$ cat config.mk
export PLATFORM = sky130hd
export DESIGN_NAME = ifm_feeder_32
export DESIGN_NICKNAME = d
export VERILOG_FILES = /design/src/rtl/ifm_feeder_32.sv
export SDC_FILE = /design/constraint.sdc
export NUM_CORES = 1
export LEC_CHECK = 0
export ABC_CLOCK_PERIOD_IN_PS = 31900
export CAP_MARGIN = 10
export CORE_AREA = 2 2 433 435
export CTS_CLUSTER_DIAMETER = 40
export DETAILED_ROUTE_END_ITERATION = 12
export DIE_AREA = 0 0 435 437
export GPL_TIMING_DRIVEN = 0
export PLACE_DENSITY = 0.38
export RECOVER_POWER = 50
export REMOVE_ABC_BUFFERS = 1
export SYNTH_ARGS = -nofsm -noshare
export SYNTH_HDL_FRONTEND = slang
export SYNTH_SLANG_ARGS = --single-unit
$ cat constraint.sdc
create_clock -name clk -period 31.9 [get_ports clk]
set_input_delay 4.785 -clock clk [delete_from_list [all_inputs] [get_ports clk]]
set_output_delay 4.785 -clock clk [all_outputs]
set_load 0.03 [all_outputs]
$ cat src/rtl/ifm_feeder_32.sv
`default_nettype none
// ============================================================================
// Module   : ifm_feeder_32
// Brief    : Feeds one IFM vector per MAC window into a HEIGHT-row array,
//            optional per-row skew via macro IFM_FEEDER_SKEW_EN.
// Revision : 1.0
// ============================================================================
module ifm_feeder_32 #(
    parameter int HEIGHT  = 32,
    parameter int IWIDTH  = 16,
    parameter int MAC_CYC = 256
) (
    input  logic                     clk,
    input  logic                     rst,
    input  logic                     in_valid,
    output logic                     in_ready,
    input  logic signed [IWIDTH-1:0] in_ifm [HEIGHT],
    output logic signed [IWIDTH-1:0] ifm [HEIGHT],
    output logic [HEIGHT-1:0]        en_i,
    output logic [HEIGHT-1:0]        clr_i,
    output logic [HEIGHT-1:0]        mac_done,
    output logic                     busy
);
    localparam int               CNT_W  = $clog2(MAC_CYC + 1);
    localparam logic [CNT_W-1:0] C_LAST = CNT_W'(MAC_CYC);

    typedef enum logic [1:0] {
        S_IDLE  = 2'd0,
        S_RUN   = 2'd1,
        S_DRAIN = 2'd2
    } state_t;

    state_t                    r_state;
    state_t                    w_state_nxt;
    logic                      w_xfer;
    logic                      r_clr0;
    logic                      r_en0;
    logic                      w_done0;
    logic [CNT_W-1:0]          r_cnt;
    logic signed [IWIDTH-1:0]  r_cap [HEIGHT];

    assign w_done0  = r_en0 && (r_cnt == C_LAST);
    assign in_ready = ((r_state == S_IDLE) && !rst) || ((r_state == S_RUN) && w_done0);
    assign w_xfer   = in_valid && in_ready;
    assign busy     = (r_state != S_IDLE);

    always_ff @(posedge clk or posedge rst) begin
        if (rst) begin
            r_state <= S_IDLE;
        end else begin
            r_state <= w_state_nxt;
        end
    end

    always_comb begin
        w_state_nxt = r_state;
        case (r_state)
            S_IDLE: begin
                if (in_valid) begin
                    w_state_nxt = S_RUN;
                end
            end
            S_RUN: begin
                // Without a follow-on vector, skip DRAIN when the last row is already done.
                if (w_done0 && !in_valid) begin
                    w_state_nxt = mac_done[HEIGHT-1] ? S_IDLE : S_DRAIN;
                end
            end
            S_DRAIN: begin
                if (mac_done[HEIGHT-1]) begin
                    w_state_nxt = S_IDLE;
                end
            end
            default: w_state_nxt = S_IDLE;
        endcase
    end

    always_ff @(posedge clk or posedge rst) begin
        if (rst) begin
            r_clr0 <= 1'b0;
            r_en0  <= 1'b0;
            r_cnt  <= '0;
        end else begin
            r_clr0 <= w_xfer;
            if (w_xfer) begin
                r_en0 <= 1'b0;
                r_cnt <= '0;
            end else if (r_clr0) begin
                r_en0 <= 1'b1;
                r_cnt <= CNT_W'(1);
            end else if (w_done0) begin
                r_en0 <= 1'b0;
            end else if (r_en0) begin
                r_cnt <= r_cnt + CNT_W'(1);
            end
        end
    end

    always_ff @(posedge clk or posedge rst) begin
        if (rst) begin
            for (int h = 0; h < HEIGHT; h++) begin
                r_cap[h] <= '0;
            end
        end else if (w_xfer) begin
            for (int h = 0; h < HEIGHT; h++) begin
                r_cap[h] <= in_ifm[h];
            end
        end
    end

`ifdef IFM_FEEDER_SKEW_EN
    assign clr_i[0]    = r_clr0;
    assign en_i[0]     = r_en0;
    assign mac_done[0] = w_done0;
    assign ifm[0]      = r_cap[0];

    for (genvar h = 1; h < HEIGHT; h++) begin : g_skew
        logic                     r_clr_d;
        logic                     r_en_d;
        logic                     r_done_d;
        logic signed [IWIDTH-1:0] r_dat [h];

        // Controls ripple row to row; data needs its own h-deep line.
        always_ff @(posedge clk or posedge rst) begin
            if (rst) begin
                r_clr_d  <= 1'b0;
                r_en_d   <= 1'b0;
                r_done_d <= 1'b0;
                for (int k = 0; k < h; k++) begin
                    r_dat[k] <= '0;
                end
            end else begin
                r_clr_d  <= clr_i[h-1];
                r_en_d   <= en_i[h-1];
                r_done_d <= mac_done[h-1];
                r_dat[0] <= r_cap[h];
                for (int k = 1; k < h; k++) begin
                    r_dat[k] <= r_dat[k-1];
                end
            end
        end

        assign clr_i[h]    = r_clr_d;
        assign en_i[h]     = r_en_d;
        assign mac_done[h] = r_done_d;
        assign ifm[h]      = r_dat[h-1];
    end
`else
    assign clr_i    = {HEIGHT{r_clr0}};
    assign en_i     = {HEIGHT{r_en0}};
    assign mac_done = {HEIGHT{w_done0}};

    for (genvar h = 0; h < HEIGHT; h++) begin : g_row
        assign ifm[h] = r_cap[h];
    end
`endif

endmodule
`default_nettype wire

==> Word-level counts from Yosys, hierarchy flattened <==
Cells that the tools add are included.
{ "word_totals": {"register_bits": 525, "input_bits": 515, "output_inout_bits": 610, "wordCells": 70} }
{ "classes": {"add_sub_neg": 1, "eq_ne": 7, "muxes": 12, "reduce_logical": 14} }
{ "op_table": {"columns": ["operator", "count"], "rows": [
  ["9-bit two-way mux", 4],
  ["9-bit by 1-bit adder with 9-bit output, second input constant", 1],
  ["9-bit equality test, second input constant", 1],
  ["2-bit two-way mux", 4],
  ["2-bit case mux with 3 select lines", 1],
  ["3-bit nonzero test", 2],
  ["1-bit logical AND", 5],
  ["2-bit != test, second input constant", 2],
  ["1-bit two-way mux", 3],
  ["3-bit != test, second input constant", 1],
  ["3-bit AND reduction", 1],
  ["2-bit by 1-bit equality test with 1-bit output, second input constant", 1],
  ["2-bit equality test, second input constant", 1],
  ["1-bit zero test", 2],
  ["2-bit zero test", 1],
  ["2-bit by 1-bit != test with 1-bit output, second input constant", 1],
  ["2-bit AND reduction", 1],
  ["2-bit nonzero test", 1],
  ["1-bit logical OR", 1]
]} }

==> Logic depth before layout (Yosys ltp) <==
{ "depth": {"depth_word": 7, "ltp_mapped": 9} }

==> Least setup slack after synthesis <==
No wires, ideal clock.
{ "synth_path": {"path_kind": "in2out", "start": "input port rst", "end": "output port in_ready", "arrival_ns": 18.119, "path_slack_ns": 8.996, "stages": 3, "path_buffers": 0, "path_cell_list": "inv_1 nor2_1 a211oi_1"} }
{ "synth_between": {"elab_chain_cells": 3} }
{ "synth_lines": {"columns": ["item", "line", "text"], "rows": [
  ["start, declared", "14", "input logic rst,"],
  ["1-bit zero test (no line)", null, null],
  ["1-bit logical AND", "43", "assign in_ready = ((r_state == S_IDLE) && !rst) || ((r_state == S_RUN) && w_done0);"],
  ["1-bit logical OR", "43", null],
  ["end, declared", "16", "output logic in_ready,"]
]} }
No other way between the ends.

==> Final worst setup path <==
Ends and elaborated chain as after synthesis.

==> out/results.ini <==
[synthesis]
synth-edff-count=0
synth_flop_cell=dfrtp_1
synth-async-reset-ratio_pct=100
syn_inst=1243
synth_xor_area_share_pct=0.295
synth_top_cell_by_area=dfrtp_1
yosysWarnings=0
synth_compound_area_share_pct=0.313
synth-seq-cells=525
yosys-top-cells-area=dfrtp_1, mux2_1, mux2_2
synth_common_cells=dfrtp_1, mux2_1, mux2_2
seq_area_frac_synth_pct=63.1
synth_cell_type_count=27
synth.most_common_cell=dfrtp_1
synth_fa_ha_area_share_pct=0.120
muxShareOfSynthArea_pct=27.8
syn-mean-instance-area_um2=16.7
synth_top_family_by_area=multiplexers
synth_top_area_share_pct=63.1
syn_area_um2=20800
synth-simple-area-share_pct=0.872

[routing]
drtPass1Iterations=4
vias=15505
drt-initial-drc-count=532
wl_per_cell_um=24.5
antenna_left=0
viasPerCell=3.08
wl_mm=123
route.detailed.drc=0

[global_routing]
first_global_vias=16439
grt_antenna_before_repair=95
grt_overflow=0
grt_max_degree=111
grt_pass1_wl_mm=162
grt_usage_pct=12.7

[layout]
final_net_count=2945
post_route_cells_drive_above_1_share_pct=16.0
area.growth.synth_to_final_pct=90.4
final_core_util_pct=21.4

[die]
die-width_um=435
dieArea_um2=190000
initial_utilization_pct=11.2
rows=158
core_um2=185000
die_y_um=437
io_pins=1125

[clocking]
postCtsResizedCells=0
cts_max_level=4
post_cts_buffers=0
cts_tree=built
ctsHoldBuffers=0
clockBufferDepth=3
cts_root_buf=clkbuf_16
cts_buffers=153
clock-sinks=525
clk_latency_ps=750
cts.clk_slew.worst_paths_ps=40

[critical_path]
crit_slowest_cell=clkbuf_1
crit_top_cell=clkbuf_1
critical-path-max-stage-delay_ps=2880
critPathKind=primary input to primary output
end_kind=primary output
cp_max_fo=67
arrival_ps=14190
critical_path.cell_chain=dlygate4sd3_1, clkinvlp_2, clkbuf_1, clkbuf_1, nor2_1, a211oi_1, clkdlybuf4s50_1
regToRegSetupSlack_ps=26360
critPathTopFamily=buffers and inverters
cp_num_buf_inv=5
setup.worst_path.start_class=primary input
worst-endpoint-required_ps=27120

[sta]
setup_violations=0
rsz0062_at_grt=no
worst_slack_ps=12920
fin_setup_tns_ps=0
tightest_slew_ps=6390
max_freq_mhz=52.7
drv_slew=539
hold_viol=0
slew_headroom_pct=-326
finClkSkew_ps=27.5
fin_crit_sh_pct=59.5
finalCriticalPeriod_ps=18980

[place]
gp_congestion=0.849
port_buffers=1124
hpwl_mm=103
place_ws_ps=19300

[job]
max_cap_violations=7

[power_and_ir_drop]
ir_drop_mv=0.0521
p_leak_nw=16.9
power_density_nw_per_um2=114

[outcome]
violations=max-capacitance violations, max-slew violations
run_status=finished with violations

[hold_path]
hold_path_class=register to register

[where the power goes]
| group | internal [mW] | switching (mW) |
|---|---|---|
| clock | 1.10 | 0.480 |
| sequential | 0.972 | 0.171 |
| combinational | 0.692 | 1.10 |
[placed cells by master, fill, tap and decap left out, drive strengths merged]
| cell | Yosys | layout |
|---|---|---|
| a2111oi | 1 | 1 |
| a211oi | 2 | 2 |
| a21boi | 1 | 1 |
| a21oi | 3 | 3 |
| and3 | 1 | 1 |
| buf | 155 | 55 |
| bufinv | 0 | 18 |
| clkbuf | 0 | 220 |
| clkdlybuf4s50 | 0 | 819 |
| clkinv | 0 | 29 |
| clkinvlp | 0 | 5 |
| dfrtp | 525 | 525 |
| diode | 0 | 15 |
| dlygate4sd3 | 0 | 305 |
| ha | 2 | 2 |
| inv | 6 | 12 |
| mux2 | 512 | 512 |
| mux2i | 1 | 1 |
| nand2 | 3 | 3 |
| nand3 | 1 | 1 |
| nand4 | 4 | 4 |
| nor2 | 6 | 6 |
| nor3 | 9 | 9 |
| nor3b | 1 | 1 |
| nor4b | 2 | 2 |
| or2 | 1 | 1 |
| xnor2 | 4 | 4 |
| xor2 | 3 | 3 |
[state kept, by name, indices dropped and copies added (netlist names)]
register,flops
ifm,512
r_cnt,9
r_state,2
r_clr0,1
r_en0,1
[layer usage]
| metal | up-vias | GRT usage, % | part of all wire (%) |
|---|---|---|---|
| met3 | 269 | 5.80 | 9.6 |
| met2 | 689 | 20.9 | 48 |
| met4 | 76 | 4.16 | 3.0 |
| li1 | 6753 | - | - |
| met5 | - | 0 | 0.38 |
| met1 | 7718 | 14.6 | 39 |
[cell families (layout without fill, tap and decap cells)]
logic type               count (synthesis)  count (layout)
AO/OA/AOI/OAI                            7               7
XOR/XNOR                                 7               7
adder cells (fa/ha/maj)                  2               2
buffers and inverters                  161            1463
flip-flops                             525             525
multiplexers                           513             513
other                                    0              15
AND/OR/NAND/NOR                         28              28
[final cells by class]
type                            count  area, um2
Fill cell                       19873     145000
Sequential cell                   525      13100
Timing Repair Buffer             1185      12000
Multi-Input combinational cell    557       6100
Clock buffer                      214       4410
Tap cell                         2480       3100
Clock inverter                     58        848
Antenna cell                       15       37.5
Inverter                            6       23.8
[worst paths after layout]
check / from / endpoint / depth (start not counted)
min in group asynchronous: rst / ifm[464] / 2
min: ifm[137] / ifm[137] / 1
max reg2reg: r_en0 / ifm[33] / 17
min reg2reg: ifm[137] / ifm[137] / 1
max in group asynchronous: rst / ifm[98] / 5
max: rst / in_ready / 7
[metrics by stage]
step           hold WS (ps)  area (um2)  cells  total power, mW
6_report                473       39600   5040             4.52
3_3_place_gp            468       33600   4692             3.10
4_1_cts                 482       39700   5025             4.71
5_1_grt                 484       39600   5026             4.72
3_5_place_dp            474       34500   4753             3.08
2_1_floorplan           501       19300   1088             2.02
(Power assumes the default switching activity.)
